## config.mk

```make
export PLATFORM = sky130hd
export DESIGN_NAME = snitch_pma_region_cfg
export DESIGN_NICKNAME = d
export VERILOG_FILES = /design/src/rtl/snitch_pma_region_cfg.sv
export SDC_FILE = /design/constraint.sdc
export NUM_CORES = 1
export LEC_CHECK = 0
export BUFFER_PORTS_ARGS = -buffer_cell sky130_fd_sc_hd__buf_2
export CAP_MARGIN = 20
export CELL_PAD_IN_SITES_DETAIL_PLACEMENT = 1
export CELL_PAD_IN_SITES_GLOBAL_PLACEMENT = 1
export CORE_MARGIN = 3
export CORE_UTILIZATION = 35
export DETAILED_ROUTE_END_ITERATION = 16
export PLACE_DENSITY_LB_ADDON = 0.15
export SETUP_SLACK_MARGIN = 0.02
export SLEW_MARGIN = 10
export SYNTH_ARGS = -nofsm -noshare
export SYNTH_HDL_FRONTEND = slang
export SYNTH_SLANG_ARGS = --single-unit
```

## constraint.sdc

```tcl
create_clock -name clk_i -period 14.3 [get_ports clk_i]
set_input_delay 2.145 -clock clk_i [delete_from_list [all_inputs] [get_ports clk_i]]
set_output_delay 2.145 -clock clk_i [all_outputs]
set_load 0.02 [all_outputs]
```

## src/rtl/snitch_pma_region_cfg.sv

```systemverilog
// snitch_pma_region_cfg
//
// Runtime-programmable physical memory attribute table for the Snitch
// cluster. NrRules base/mask/attr rules are written through a simple
// register-style port. The instruction cache and LSU query the table
// through a one-stage lookup pipeline that can be stalled from the
// output side.
//
// Ports
//   clk_i, rst_i          clock, asynchronous active-high reset
//   cfg_req_i/cfg_we_i    configuration request, 1 = write
//   cfg_idx_i/cfg_wdata_i word index and write data
//   cfg_gnt_o             grant (always equal to the request)
//   cfg_rvalid_o          one-cycle response strobe, one cycle after grant
//   cfg_rdata_o/cfg_err_o registered read data and error flag
//   lk_valid_i/lk_ready_o lookup request handshake
//   lk_addr_i             address to classify
//   lk_valid_o/lk_ready_i lookup result handshake
//   lk_hit_o/lk_idx_o     match flag and index of the winning rule
//   lk_cached_o/lk_exec_o attributes of the winning rule (or defaults)
//   locked_o              sticky table lock status
//
// Register map: rule r uses words 4r (base), 4r+1 (mask), 4r+2 (attr:
// bit0 cached, bit1 exec, bit2 enable), 4r+3 (reserved, reads 0).
// Word 4*NrRules is CTRL: bit0 lock, bit1 default_exec.
module snitch_pma_region_cfg #(
   parameter int unsigned          AddrWidth = 32,
   parameter int unsigned          NrRules   = 4,
   parameter logic [AddrWidth-1:0] ResetBase = 32'h1e000000,
   parameter logic [AddrWidth-1:0] ResetMask = 32'h00800000,
   parameter int unsigned          IdxWidth  = $clog2(NrRules*4+1)
) (
   input  logic                 clk_i,
   input  logic                 rst_i,
   input  logic                 cfg_req_i,
   input  logic                 cfg_we_i,
   input  logic [IdxWidth-1:0]  cfg_idx_i,
   input  logic [AddrWidth-1:0] cfg_wdata_i,
   output logic                 cfg_gnt_o,
   output logic                 cfg_rvalid_o,
   output logic [AddrWidth-1:0] cfg_rdata_o,
   output logic                 cfg_err_o,
   input  logic                 lk_valid_i,
   output logic                 lk_ready_o,
   input  logic [AddrWidth-1:0] lk_addr_i,
   output logic                 lk_valid_o,
   input  logic                 lk_ready_i,
   output logic                 lk_hit_o,
   output logic [((NrRules > 1) ? $clog2(NrRules) : 1)-1:0] lk_idx_o,
   output logic                 lk_cached_o,
   output logic                 lk_exec_o,
   output logic                 locked_o
);

   localparam int unsigned LkIdxW   = (NrRules > 1) ? $clog2(NrRules) : 1;
   localparam int unsigned RuleSelW = IdxWidth - 2;
   localparam logic [IdxWidth-1:0] CtrlIdx = IdxWidth'(NrRules * 4);

   logic [AddrWidth-1:0] base_q [NrRules];
   logic [AddrWidth-1:0] mask_q [NrRules];
   logic [2:0]           attr_q [NrRules];
   logic                 lock_q;
   logic                 dexec_q;

   logic [1:0]           word_sel;
   logic [RuleSelW-1:0]  rule_sel;
   logic                 is_oob;
   logic                 is_ctrl;
   logic                 cfg_err;
   logic                 cfg_wr;
   logic [AddrWidth-1:0] rd_data;

   logic                 rvalid_q;
   logic                 err_q;
   logic [AddrWidth-1:0] rdata_q;

   logic                 hit_d;
   logic [LkIdxW-1:0]    idx_d;
   logic                 cached_d;
   logic                 exec_d;
   logic                 lk_accept;

   logic                 lk_valid_q;
   logic                 lk_hit_q;
   logic [LkIdxW-1:0]    lk_idx_q;
   logic                 lk_cached_q;
   logic                 lk_exec_q;

   // Decode the configuration word, flag errors and build read data.
   // Once locked, every in-range write is refused; reads stay open.
   always_comb begin
      word_sel = cfg_idx_i[1:0];
      rule_sel = cfg_idx_i[IdxWidth-1:2];
      is_oob   = cfg_idx_i > CtrlIdx;
      is_ctrl  = cfg_idx_i == CtrlIdx;
      cfg_err  = cfg_req_i && (is_oob || (cfg_we_i && lock_q));
      cfg_wr   = cfg_req_i && cfg_we_i && !cfg_err;
      rd_data  = '0;
      if (is_ctrl) begin
         rd_data = AddrWidth'({dexec_q, lock_q});
      end else if (!is_oob) begin
         for (int r = 0; r < int'(NrRules); r++) begin
            if (rule_sel == RuleSelW'(r)) begin
               case (word_sel)
                  2'd0:    rd_data = base_q[r];
                  2'd1:    rd_data = mask_q[r];
                  2'd2:    rd_data = AddrWidth'(attr_q[r]);
                  default: rd_data = '0;
               endcase
            end
         end
      end
   end

   // Table storage. Rule 0 resets to the boot region so fetches work
   // before software has programmed anything. Reserved words drop writes.
   always_ff @(posedge clk_i or posedge rst_i) begin
      if (rst_i) begin
         for (int r = 0; r < int'(NrRules); r++) begin
            base_q[r] <= '0;
            mask_q[r] <= '0;
            attr_q[r] <= '0;
         end
         base_q[0] <= ResetBase;
         mask_q[0] <= ResetMask;
         attr_q[0] <= 3'b111;
         lock_q    <= 1'b0;
         dexec_q   <= 1'b0;
      end else if (cfg_wr) begin
         if (is_ctrl) begin
            lock_q  <= cfg_wdata_i[0];
            dexec_q <= cfg_wdata_i[1];
         end else begin
            for (int r = 0; r < int'(NrRules); r++) begin
               if (rule_sel == RuleSelW'(r)) begin
                  case (word_sel)
                     2'd0:    base_q[r] <= cfg_wdata_i;
                     2'd1:    mask_q[r] <= cfg_wdata_i;
                     2'd2:    attr_q[r] <= cfg_wdata_i[2:0];
                     default: ;
                  endcase
               end
            end
         end
      end
   end

   // Configuration response, one cycle after the grant. Writes and
   // errored accesses return zero data.
   always_ff @(posedge clk_i or posedge rst_i) begin
      if (rst_i) begin
         rvalid_q <= 1'b0;
         err_q    <= 1'b0;
         rdata_q  <= '0;
      end else begin
         rvalid_q <= cfg_req_i;
         err_q    <= cfg_err;
         rdata_q  <= (cfg_req_i && !cfg_we_i && !cfg_err) ? rd_data : '0;
      end
   end

   // Priority match: scan from the top so the lowest matching index is
   // the last assignment and therefore wins.
   always_comb begin
      hit_d    = 1'b0;
      idx_d    = '0;
      cached_d = 1'b0;
      exec_d   = dexec_q;
      for (int r = int'(NrRules) - 1; r >= 0; r--) begin
         if (attr_q[r][2] && (((lk_addr_i ^ base_q[r]) & mask_q[r]) == '0)) begin
            hit_d    = 1'b1;
            idx_d    = LkIdxW'(r);
            cached_d = attr_q[r][0];
            exec_d   = attr_q[r][1];
         end
      end
   end

   assign lk_ready_o = !lk_valid_q || lk_ready_i;
   assign lk_accept  = lk_valid_i && lk_ready_o;

   // Result register. It only loads on accept, so a stalled result is
   // frozen even if the table is rewritten underneath it.
   always_ff @(posedge clk_i or posedge rst_i) begin
      if (rst_i) begin
         lk_valid_q  <= 1'b0;
         lk_hit_q    <= 1'b0;
         lk_idx_q    <= '0;
         lk_cached_q <= 1'b0;
         lk_exec_q   <= 1'b0;
      end else if (lk_accept) begin
         lk_valid_q  <= 1'b1;
         lk_hit_q    <= hit_d;
         lk_idx_q    <= idx_d;
         lk_cached_q <= cached_d;
         lk_exec_q   <= exec_d;
      end else if (lk_ready_i) begin
         lk_valid_q  <= 1'b0;
      end
   end

   assign cfg_gnt_o    = cfg_req_i;
   assign cfg_rvalid_o = rvalid_q;
   assign cfg_rdata_o  = rdata_q;
   assign cfg_err_o    = err_q;
   assign lk_valid_o   = lk_valid_q;
   assign lk_hit_o     = lk_hit_q;
   assign lk_idx_o     = lk_idx_q;
   assign lk_cached_o  = lk_cached_q;
   assign lk_exec_o    = lk_exec_q;
   assign locked_o     = lock_q;

endmodule

```

### Word-level counts from Yosys, hierarchy flattened

Cells that the tools add are included.
W data, S select, Z words.

* $lt $le $gt $ge: 1
* equality and inequality tests: 6
* mux-type cells: 29
* bitwise operators: 9
* reductions and logical operators: 36

Operators by type and width (number)
* $pmux W32 S3: 4
* $mux W32: 7
* $and A32 B32 Y32: 4
* $logic_not A32 Y1: 4
* $xor A32 B32 Y32: 4
* $reduce_and A4 Y1: 12
* $mux W1: 14
* $logic_and A1 B1 Y1: 11
* $mux W2: 4
* $eq A3 B2 Y1 const B: 2
* $eq A5 B5 Y1 const B: 1
* $gt A5 B5 Y1 const B: 1
* $eq A3 B1 Y1 const B: 1
* $logic_not A1 Y1: 3
* $logic_not A3 Y1: 1
* $eq A2 B1 Y1 const B: 1
* $eq A2 B2 Y1 const B: 1
* $logic_not A2 Y1: 1
* $logic_or A1 B1 Y1: 2
* $reduce_and A2 Y1: 1
* $reduce_bool A2 Y1: 1
* $not A1 Y1: 1

* register bits after elaboration: 310
* input bits: 75
* word-level logic and storage cells: 103

### Logic depth before layout (Yosys ltp)

Gate-level depths: netlist of the first run.

* depth in word-level cells: 9
* depth in mapped cells: 8
* gate-level depth less buffers: 7

### Least setup slack after synthesis of the first run

No wires, ideal clock.

* path type: in2out
* start: input port lk_ready_i
* end: output port lk_ready_o
* arrival time: 2.397 ns
* setup slack: 9.758 ns
* stages on the path: 1
* buffers on the path: 0
* cells stage by stage: nand2b_1

* cells in the longest elaborated chain, start to end: 1

Ends and longest elaborated chain
* start, declared: RTL line 47 `input logic lk_ready_i,`
* $logic_or A1 B1 Y1: RTL line 179 `assign lk_ready_o = !lk_valid_q || lk_ready_i;`
* end, declared: RTL line 44 `output logic lk_ready_o,`

No other way between the ends.

### Worst setup path in the final report of the first run

Same ends and word-level chain as after synthesis.

==> results.json, run 1 <==
{
  "clockBufferDepth": 3,
  "grt_overflow": 0,
  "cp_max_fo": 5,
  "vias": 10500,
  "synth_area_leader_cell": "dfrtp_1",
  "relSlewSlack_pct": 23.1,
  "cts_setup_buffers": 0,
  "grt_pass1_wl_um": 79500,
  "fin_tns_setup_ns": 0,
  "syn_area_mm2": 0.0154,
  "synthCells": 1194,
  "rsz0062_at_grt": "no",
  "synth.distinct_cells": 52,
  "fin_crit_sh_pct": 33.2,
  "synth_common_cells": "dfrtp_1, mux2_2, xor2_1",
  "rows": 76,
  "drt_iter0_markers": 684,
  "yosys_warnings": 0,
  "r2r_slack_ns": 11.59,
  "fin_crit_ns": 4.75,
  "fp.coreArea_mm2": 0.0433,
  "p_leak_nw": 8.56,
  "layoutNonFillerInstCount": 1918,
  "synth_edf_count": 0,
  "outcome": "finished, final reports clean",
  "ys.flop_type": "dfrtp_1",
  "htree_levels": 2,
  "cp-end-kind": "primary output",
  "yosysMostFrequentCell": "dfrtp_1",
  "drt_drc_violations_left": 0,
  "max-vdd-ir-drop_uv": 63.7,
  "numCtsBuffers": 37,
  "dp_hpwl_um": 36100,
  "tightest_slew_ns": 1.15,
  "synth-compound-area-share_pct": 8.56,
  "start_util_pct": 35.6,
  "area_growth_pct": 16.1,
  "final_antenna_net_count": 0,
  "synthSimpleGateAreaFrac_pct": 4.92,
  "p_per_area_mw_per_mm2": 140,
  "antennaDiodeCount": 0,
  "synth_area_leaders": "dfrtp_1, mux2_2, xor2_1, mux2i_1, a22oi_1",
  "worstPathRequired_ns": 12.15,
  "drv_cap": 0,
  "wl_per_cell_um": 28.1,
  "die_w_um": 216,
  "routed_wirelength_um": 53900,
  "cts-hold-fix-buffers": 0,
  "boundaryPins": 118,
  "clk_pin_slew_worst_paths_ns": 0.06,
  "ys_ff_latch": 310,
  "n_fill_cell": 4563,
  "setup_viol": 0,
  "viasPerCell": 5.47,
  "synth.area.mux_share_pct": 26.8,
  "portBuffers": 117,
  "hp-class": "reg2reg",
  "crit_type": "in2out",
  "start_kind": "input port",
  "insertion_delay_ns": 0.55,
  "postSynth.asyncResetShare_pct": 100,
  "grt_usage_pct": 23.1,
  "final_area_mm2": 0.0179,
  "synthAdderAreaFrac_pct": 0,
  "finalHoldViolCount": 0,
  "dieHeight_um": 216,
  "numClockSinks": 310,
  "post-route-util_pct": 41.4,
  "dr.pass1.iters": 5,
  "syn-num-nets": 1269,
  "nets": 1379,
  "crit_arrival_ns": 2.60,
  "synth-xor-area-share_pct": 7.27,
  "grt_max_degree": 112,
  "yosysTopAreaCellShare_pct": 49.0,
  "fmax_ghz": 0.211,
  "drive_gt1_share_pct": 39.0,
  "cts_tree": "done",
  "place_inst": 1850,
  "drv_slew": 0,
  "skew_ns": 0.0144,
  "multiInputGateArea_mm2": 0.00737,
  "synth_top_family_by_area": "multiplexers",
  "ff_latch_area_mm2": 0.00777,
  "place_congestion": 0.786,
  "seq_area_frac_synth_pct": 50.4,
  "dieArea_mm2": 0.0466,
  "place_area_mm2": 0.0166,
  "cts.repair.resized": 0,
  "syn_area_per_cell_um2": 12.9,
  "grt_pass1_vias": 11300,
  "clock-root-buffer": "clkbuf_16",
  "antenna_found_initial": 0
}
[final timing paths]
path	from	end	cells past startpoint
worst max-delay path	lk_ready_i	lk_ready_o	3
worst min-delay path	lk_idx_o[1]	lk_idx_o[1]	2
worst max register to register	base_q[90]	lk_exec_o	7
worst min register to register	lk_idx_o[1]	lk_idx_o[1]	2
max in group asynchronous	rst_i	cfg_rdata_o[17]	3
min in group asynchronous	rst_i	mask_q[67]	2
[critical path: stages]
cell and delay (ns):
buf_2 0.09, nand2b_1 0.18, buf_2 0.18
[routing by layer]
layer | vias up | GRT usage [%] | part of all wire, %
li1 | 4621 | - | -
met1 | 5603 | 32.6 | 47
met2 | 212 | 37.7 | 47
met3 | 62 | 3.01 | 3.8
met4 | 0 | 6.35 | 2.3
met5 | - | 0 | 0
[cell families (layout without fill, tap and decap cells)]
family,Yosys count,count (layout)
buffers and inverters,65,204
xor gates and xnor gates,128,128
DFF,310,310
and+or+nand+nor,150,150
muxes,366,366
AOI/OAI and AO/OA,175,175
[sequential cells by signal, indices dropped and copies added (netlist names)]
register / count
cfg_rvalid_o: 1
attr_q: 12
mask_q: 128
lk_cached_o: 1
lk_exec_o: 1
dexec_q: 1
locked_o: 1
lk_hit_o: 1
base_q: 128
cfg_rdata_o: 32
lk_valid_o: 1
cfg_err_o: 1
lk_idx_o: 2
[metrics by stage]
step	total power [mW]	setup slack [ns]	hold slack, ns
floorplan	1.32	3.60	0.482
global placement	1.49	9.17	0.472
detailed placement	1.50	9.17	0.485
CTS	2.53	9.54	0.499
global route	2.61	9.52	0.543
finish	2.50	9.55	0.498
[power breakdown]
part           internal [mW]  switching [mW]
clock network          0.627           0.389
logic                  0.180           0.218
registers              0.985           0.102
[area by class of cell]
class	count	share of cell area, %
clock buffers	56	6.20
clock inverters	12	1.06
inverters	1	0.0629
multi-input cells	819	41.1
flip-flops and latches	310	43.4
well taps	585	4.09
repair buffers	135	4.06
[placed cells by master, fill, tap and decap left out, types with 3 or more instances in the layout]
master     count
nand4_1       14
a211oi_1       4
dfstp_2        8
bufinv_16      5
nand3_1        5
and2_1         7
a21boi_0       3
o22a_1        23
nor2b_1        9
xor2_1       128
clkbuf_1      10
nand2b_1      10
clkinv_2       6
nor2_1        40
nand2_2        9
and3_1         3
mux2i_1       65
dfrtp_1      302
o22ai_1        5
a221oi_1      27
o21ai_1        6
a21oi_1       13
a22o_1         7
clkbuf_16     39
mux2_2       286
o211ai_1       4
clkbuf_8       7
o21ai_0       21
nand2_1       36
buf_2        116
a22oi_1       45
mux2_1         7
mux4_2         8
buf_4         18
a222oi_1       6
nor3_1         5
No activity file was read; power rests on OpenSTA's default activity.
==> inputs of run 2 (changes only) <==
--- a/config.mk
+++ b/config.mk
@@ -5,6 +5,7 @@
 export SDC_FILE = /design/constraint.sdc
 export NUM_CORES = 1
 export LEC_CHECK = 0
+export ABC_AREA = 1
 export BUFFER_PORTS_ARGS = -buffer_cell sky130_fd_sc_hd__buf_2
 export CAP_MARGIN = 20
 export CELL_PAD_IN_SITES_DETAIL_PLACEMENT = 1
==> constraint.sdc (replaced) <==
create_clock -name clk_i -period 3.99 [get_ports clk_i]
set_input_delay 0.5985 -clock clk_i [delete_from_list [all_inputs] [get_ports clk_i]]
set_output_delay 0.5985 -clock clk_i [all_outputs]
set_load 0.02 [all_outputs]
==> run 2 against run 1 <==
Against the previous run: die area up 2.9%; final area grew 4.0%; total power rose to 3.7 times the previous value; sequential share of layout area decreased by 1.7 points; final cell count increased by 50%; wire length is 22% higher; utilization increased by 0.46 points; clock-buffer cell count fell by 2; critical path depth increased by 10.
==> results.json, run 2 <==
{
  "insertion_delay_ns": 0.56,
  "dieHeight_um": 219,
  "start_util_pct": 35.7,
  "boundaryPins": 118,
  "dieArea_mm2": 0.0480,
  "reg2reg_from": "locked_o",
  "intPower_mw": 6.37,
  "grt_pass1_wl_um": 98900,
  "place_congestion": 0.887,
  "cp_cell_sequence": "buf_2, nor2_4, inv_2, nor2_4, nor2_1, nand2_1, nand2_2, nor2_4, o21ai_2, buf_4, nor2_4, buf_4, o21ai_0",
  "rsz0062_at_grt": "no",
  "synth_top_family_by_area": "simple AND/OR/NAND/NOR gates",
  "mostFrequentLayoutCells": "nand2_1, dfrtp_1, o21ai_0",
  "critPathSlowestCell": "nor2_4",
  "synth.area.mux_share_pct": 0,
  "synthAdderAreaFrac_pct": 0,
  "cts-hold-fix-buffers": 0,
  "htree_levels": 2,
  "seqPwrFrac_pct": 41.7,
  "outcome": "finished, final reports clean",
  "area_growth_pct": 17.3,
  "crit_arrival_ns": 3.19,
  "drt_drc_violations_left": 0,
  "syn_area_per_cell_um2": 7.42,
  "skew_ns": 0.0119,
  "p_sw_mw": 2.85,
  "synthSimpleGateAreaFrac_pct": 25.5,
  "routed_wirelength_um": 65500,
  "fin_crit_sh_pct": 69.4,
  "syn-num-nets": 2216,
  "clockBufferDepth": 3,
  "fmax_ghz": 0.361,
  "finalPower_mw": 9.22,
  "final_area_mm2": 0.0186,
  "final_common_cell": "nand2_1",
  "grt_overflow": 0,
  "ys_ff_latch": 310,
  "switching_share_pct": 30.9,
  "crit_type": "in2reg",
  "r2r_slack_ns": 1.40,
  "place_area_mm2": 0.0173,
  "vias": 15500,
  "worst_slack_ns": 1.22,
  "max-vdd-ir-drop_uv": 361,
  "cp-end-kind": "flop",
  "yosysTopAreaCellShare_pct": 47.6,
  "numClockSinks": 310,
  "rows": 77,
  "setup_viol": 0,
  "critical_path.startpoint": "cfg_idx_i[2]",
  "fin_crit_ns": 2.77,
  "numCtsBuffers": 39,
  "grt_max_degree": 75,
  "synthCells": 2141,
  "synth-xor-area-share_pct": 0.110,
  "dp_hpwl_um": 45100,
  "synth_common_cells": "nand2_1, dfrtp_1, o21ai_0",
  "synth_edf_count": 0,
  "crit_path_frequent_cell": "nor2_4",
  "p_clk_share_pct": 41.6,
  "tightest_slew_ns": 0.896,
  "pre_cts_ws_ns": 0.673,
  "wl_per_cell_um": 22.8,
  "drive_gt1_share_pct": 11.6,
  "portBuffers": 117,
  "dr.pass1.iters": 6,
  "cts_setup_buffers": 0,
  "nets": 2328,
  "p_leak_nw": 8.98,
  "yosys_warnings": 0,
  "ff2ff_path_depth": 8,
  "finalHoldViolCount": 0,
  "antennaDiodeCount": 0,
  "cp_max_fo": 34,
  "seq_area_frac_synth_pct": 48.9,
  "start_kind": "input port",
  "synth_area_leader_cell": "dfrtp_1",
  "grt_usage_pct": 27.6,
  "fp.coreArea_mm2": 0.0445,
  "slowest_delay_ns": 0.61,
  "worstPathRequired_ns": 4.41,
  "pwr-share-comb_pct": 16.8,
  "drv_slew": 0,
  "relSlewSlack_pct": 40.3,
  "synth-compound-area-share_pct": 17.0,
  "worstReg2RegEnd": "base_q[114]",
  "hp-class": "in2async",
  "final_antenna_net_count": 0,
  "synth_area_leaders": "dfrtp_1, nand2_1, o21ai_0, inv_1, nand3_1",
  "die_w_um": 219,
  "cts.repair.resized": 0,
  "grt_pass1_vias": 15900,
  "clk_pin_slew_worst_paths_ns": 0.06,
  "drv_cap": 0,
  "syn_area_mm2": 0.0159,
  "cts_tree": "done",
  "p_per_area_mw_per_mm2": 495,
  "ys.flop_type": "dfrtp_1",
  "synth.distinct_cells": 41,
  "n_fill_cell": 5530,
  "viasPerCell": 5.40,
  "clock-root-buffer": "clkbuf_16",
  "postSynth.asyncResetShare_pct": 100,
  "drt_iter0_markers": 1086,
  "yosysMostFrequentCell": "nand2_1",
  "antenna_found_initial": 0
}
-- run 2: cell count changes in the layout (fill, tap and decap cells not counted), sizes merged, moves of 20 or more --
cell / before / now
a21oi: 14 / 37
a22oi: 45 / 1
a31oi: 1 / 21
buf: 135 / 162
inv: 2 / 255
mux2: 293 / 0
mux2i: 65 / 0
nand2: 45 / 722
nand3: 5 / 135
nor2: 42 / 99
o21ai: 27 / 357
o22a: 23 / 0
o22ai: 5 / 27
xor2: 128 / 2
-- run 2: metrics by stage --
stage / hold slack [ns] / instances / setup TNS [ns] / utilization, %
after floorplan: 0.453 / 2141 / -220.13 / -
after global placement: 0.461 / 2803 / 0 / 38.7
after detailed placement: 0.471 / 2804 / 0 / 38.8
after CTS: 0.191 / 2875 / 0 / 41.8
after global routing: 0.228 / 2875 / 0 / 41.8
final: 0.187 / 2875 / 0 / 41.8
-- run 2: per-layer routing --
layer	routed length, um	vias up	track usage, %
met5	0	-	0
met4	2130	0	9.27
met3	4240	117	5.57
met2	29700	440	43.8
met1	29400	7766	37.7
li1	-	7188	-
-- run 2: logic make-up after synthesis --
logic type / Yosys count
AND/OR/NAND/NOR: 991
AO/OA/AOI/OAI: 491
buffers and inverters: 347
flip-flops: 310
XOR/XNOR: 2
-- run 2: worst max-delay path by stage --
stage	to	slack, ns	depth (start not counted)
floorplan	attr_q[0]	-0.73	1
global placement	mask_q[23]	0.57	13
detailed placement	base_q[114]	0.67	13
CTS	base_q[114]	1.25	13
global route	base_q[105]	1.02	14
finish	base_q[114]	1.22	13
-- run 2: layout make-up --
cell class / instances / area [um2] / area share (%)
clock buffers: 54 / 1150 / 6.20
clock inverters: 17 / 215 / 1.16
inverters: 256 / 965 / 5.18
multi-input cells: 1484 / 6790 / 36.4
flip-flops and latches: 310 / 7770 / 41.7
well taps: 592 / 741 / 3.98
repair buffers: 162 / 993 / 5.33
-- run 2: worst max-delay path: cells and delay by family --
kind | cells | cell delay (ns)
buffers and inverters | 4 | 0.96
AOI/OAI and AO/OA | 2 | 0.28
and+or+nand+nor | 7 | 1.31
-- run 2: power groups by stage --
stage | logic, mW | clock network, mW | registers (mW)
2_1_floorplan | 0.937 | 0 | 3.83
3_3_place_gp | 1.49 | 0 | 3.87
3_5_place_dp | 1.54 | 0 | 3.89
4_1_cts | 1.55 | 3.92 | 3.84
5_1_grt | 1.75 | 4.06 | 3.89
6_report | 1.55 | 3.83 | 3.84
==> inputs of run 3 (changes only) <==
--- a/config.mk
+++ b/config.mk
@@ -5,7 +5,7 @@
 export SDC_FILE = /design/constraint.sdc
 export NUM_CORES = 1
 export LEC_CHECK = 0
-export ABC_AREA = 1
+export ABC_AREA = 0
 export BUFFER_PORTS_ARGS = -buffer_cell sky130_fd_sc_hd__buf_2
 export CAP_MARGIN = 20
 export CELL_PAD_IN_SITES_DETAIL_PLACEMENT = 1
==> constraint.sdc (replaced) <==
create_clock -name clk_i -period 2.59 [get_ports clk_i]
set_input_delay 0.3885 -clock clk_i [delete_from_list [all_inputs] [get_ports clk_i]]
set_output_delay 0.3885 -clock clk_i [all_outputs]
set_load 0.02 [all_outputs]
==> run 3 against run 2 <==
Against the previous run: utilization grew 0.77 points; final cell count shrank 32%; die area shrank 2.8%; critical path depth shrank 5; sequential power grew 57%; via count shrank 31%; first-iteration DRC count shrank 38%; critical path type is now reg2reg; largest power group unchanged; total power grew 49%; sequential cell count is the same; clock power grew 41%.
==> results.json, run 3 (same netlist as run 1, synthesis figures left out) <==
{
  "outcome": "finished, final reports clean",
  "rows": 76,
  "grt_pass1_wl_um": 81100,
  "grt_max_degree": 85,
  "area_growth_pct": 19.5,
  "max-vdd-ir-drop_uv": 395,
  "numClockSinks": 310,
  "final_area_mm2": 0.0184,
  "dp_hpwl_um": 37600,
  "dieArea_mm2": 0.0466,
  "routed_wirelength_um": 54400,
  "mostFrequentLayoutCells": "dfrtp_1, mux2_2, xor2_1",
  "boundaryPins": 118,
  "reg2reg_from": "base_q[71]",
  "fp.coreArea_mm2": 0.0433,
  "wl_per_cell_um": 27.7,
  "relSlewSlack_pct": 57.5,
  "worstReg2RegEnd": "lk_exec_o",
  "fin_crit_sh_pct": 90.0,
  "start_kind": "flop",
  "clockBufferDepth": 3,
  "drt_drc_violations_left": 0,
  "cp_max_fo": 4,
  "hold-path-cell-count": 2,
  "skew_ns": 0.0116,
  "place_congestion": 0.860,
  "r2r_slack_ns": 0.26,
  "hold_slack_ns": 0.0739,
  "drv_cap": 0,
  "clock-root-buffer": "clkbuf_16",
  "grt_pass1_vias": 11600,
  "cts.repair.resized": 0,
  "nets": 1426,
  "antenna_found_initial": 2,
  "clk_pin_slew_worst_paths_ns": 0.06,
  "numCtsBuffers": 38,
  "crit_type": "reg2reg",
  "p_leak_nw": 8.85,
  "fmax_ghz": 0.429,
  "worstPathRequired_ns": 3.02,
  "die_w_um": 216,
  "final_antenna_net_count": 0,
  "n_fill_cell": 4512,
  "setup_viol": 0,
  "cts_tree": "done",
  "rsz0062_at_grt": "no",
  "crit_arrival_ns": 2.76,
  "post-route-util_pct": 42.6,
  "portBuffers": 117,
  "htree_levels": 2,
  "start_util_pct": 35.6,
  "viasPerCell": 5.43,
  "drv_slew": 0,
  "place_area_mm2": 0.0172,
  "dr.pass1.iters": 5,
  "tightest_slew_ns": 0.633,
  "cp-end-kind": "flop",
  "dieHeight_um": 216,
  "hp-class": "in2reg",
  "drive_gt1_share_pct": 40.9,
  "grt_overflow": 0,
  "p_per_area_mw_per_mm2": 743,
  "fin_crit_ns": 2.33,
  "worstHoldStart": "lk_valid_i",
  "final_common_cell": "dfrtp_1",
  "insertion_delay_ns": 0.56,
  "ff2ff_path_depth": 8,
  "vias": 10700,
  "min_to": "lk_valid_o",
  "finalHoldViolCount": 0,
  "grt_usage_pct": 23.6,
  "drt_iter0_markers": 668
}
[run 3: cell count changes in the layout (fill, tap and decap cells not counted), moves of 22 or more]
cell / delta
a21oi_1: -24
mux2i_1: +65
nand2_1: -683
mux2_2: +286
o22a_1: +23
nand3_1: -126
o22ai_1: -22
xor2_1: +126
a22oi_1: +44
o21ai_1: -59
nor2_1: -46
o21ai_0: -270
inv_1: -252
[run 3: how the worst max path moves through the flow]
stage	start	end	slack [ns]	cells past startpoint
after floorplan	rst_i	attr_q[0]	-1.92	1
after global placement	lk_addr_i[7]	lk_exec_o	0.17	9
after detailed placement	lk_addr_i[7]	lk_exec_o	0.18	9
after CTS	base_q[71]	lk_exec_o	0.32	8
after global routing	cfg_req_i	mask_q[30]	0.23	8
final	base_q[71]	lk_exec_o	0.26	8
[run 3: repair_timing]
item / CTS / global route
hold buffers: 2 / 0
hold endpoints to repair: 6 / 0
setup buffers: 0 / 0
[run 3: worst max-delay path, stage by stage, from the launching register on]
cell	delay, ns
dfrtp_1	0.40
xor2_1	0.17
a22oi_1	0.32
nand4_1	0.29
nor3_1	0.25
buf_4	0.13
and4_1	0.33
nand2b_2	0.21
o211ai_1	0.10
[run 3: layout make-up]
| class | count | area, um2 | share of cell area [%] |
|---|---|---|---|
| timing repair buffer | 181 | 1300 | 7.07 |
| clock inverter | 8 | 65.1 | 0.353 |
| tap | 585 | 732 | 3.97 |
| antenna | 1 | 2.50 | 0.0136 |
| sequential | 310 | 7770 | 42.1 |
| inverter | 1 | 7.51 | 0.0407 |
| multi-input combinational | 819 | 7360 | 39.9 |
| clock buffer | 59 | 1190 | 6.47 |
[run 3: where the power goes]
| part | switching, mW | internal [mW] | leakage [nW] |
|---|---|---|---|
| clock network | 2.15 | 3.26 | 0.628 |
| logic | 1.21 | 1.07 | 4.11 |
| registers | 0.574 | 5.44 | 4.11 |
| total | 3.93 | 9.77 | 8.85 |
[run 3: layer usage]
layer | GRT usage [%] | wire length (um) | share of wire [%]
met5 | 0 | 13 | 0.024
met4 | 6.68 | 1220 | 2.2
met3 | 3.70 | 2350 | 4.3
met2 | 38.4 | 25700 | 47
met1 | 32.7 | 25200 | 46
[run 3: through the flow]
stage	instances	setup TNS [ns]	setup WS (ns)	total power, mW
2_1_floorplan	1194	-585.98	-1.92	7.31
3_3_place_gp	1894	0	0.172	8.30
3_5_place_dp	1894	0	0.179	8.37
4_1_cts	1963	0	0.323	13.8
5_1_grt	1963	0	0.235	14.3
6_report	1964	0	0.258	13.7
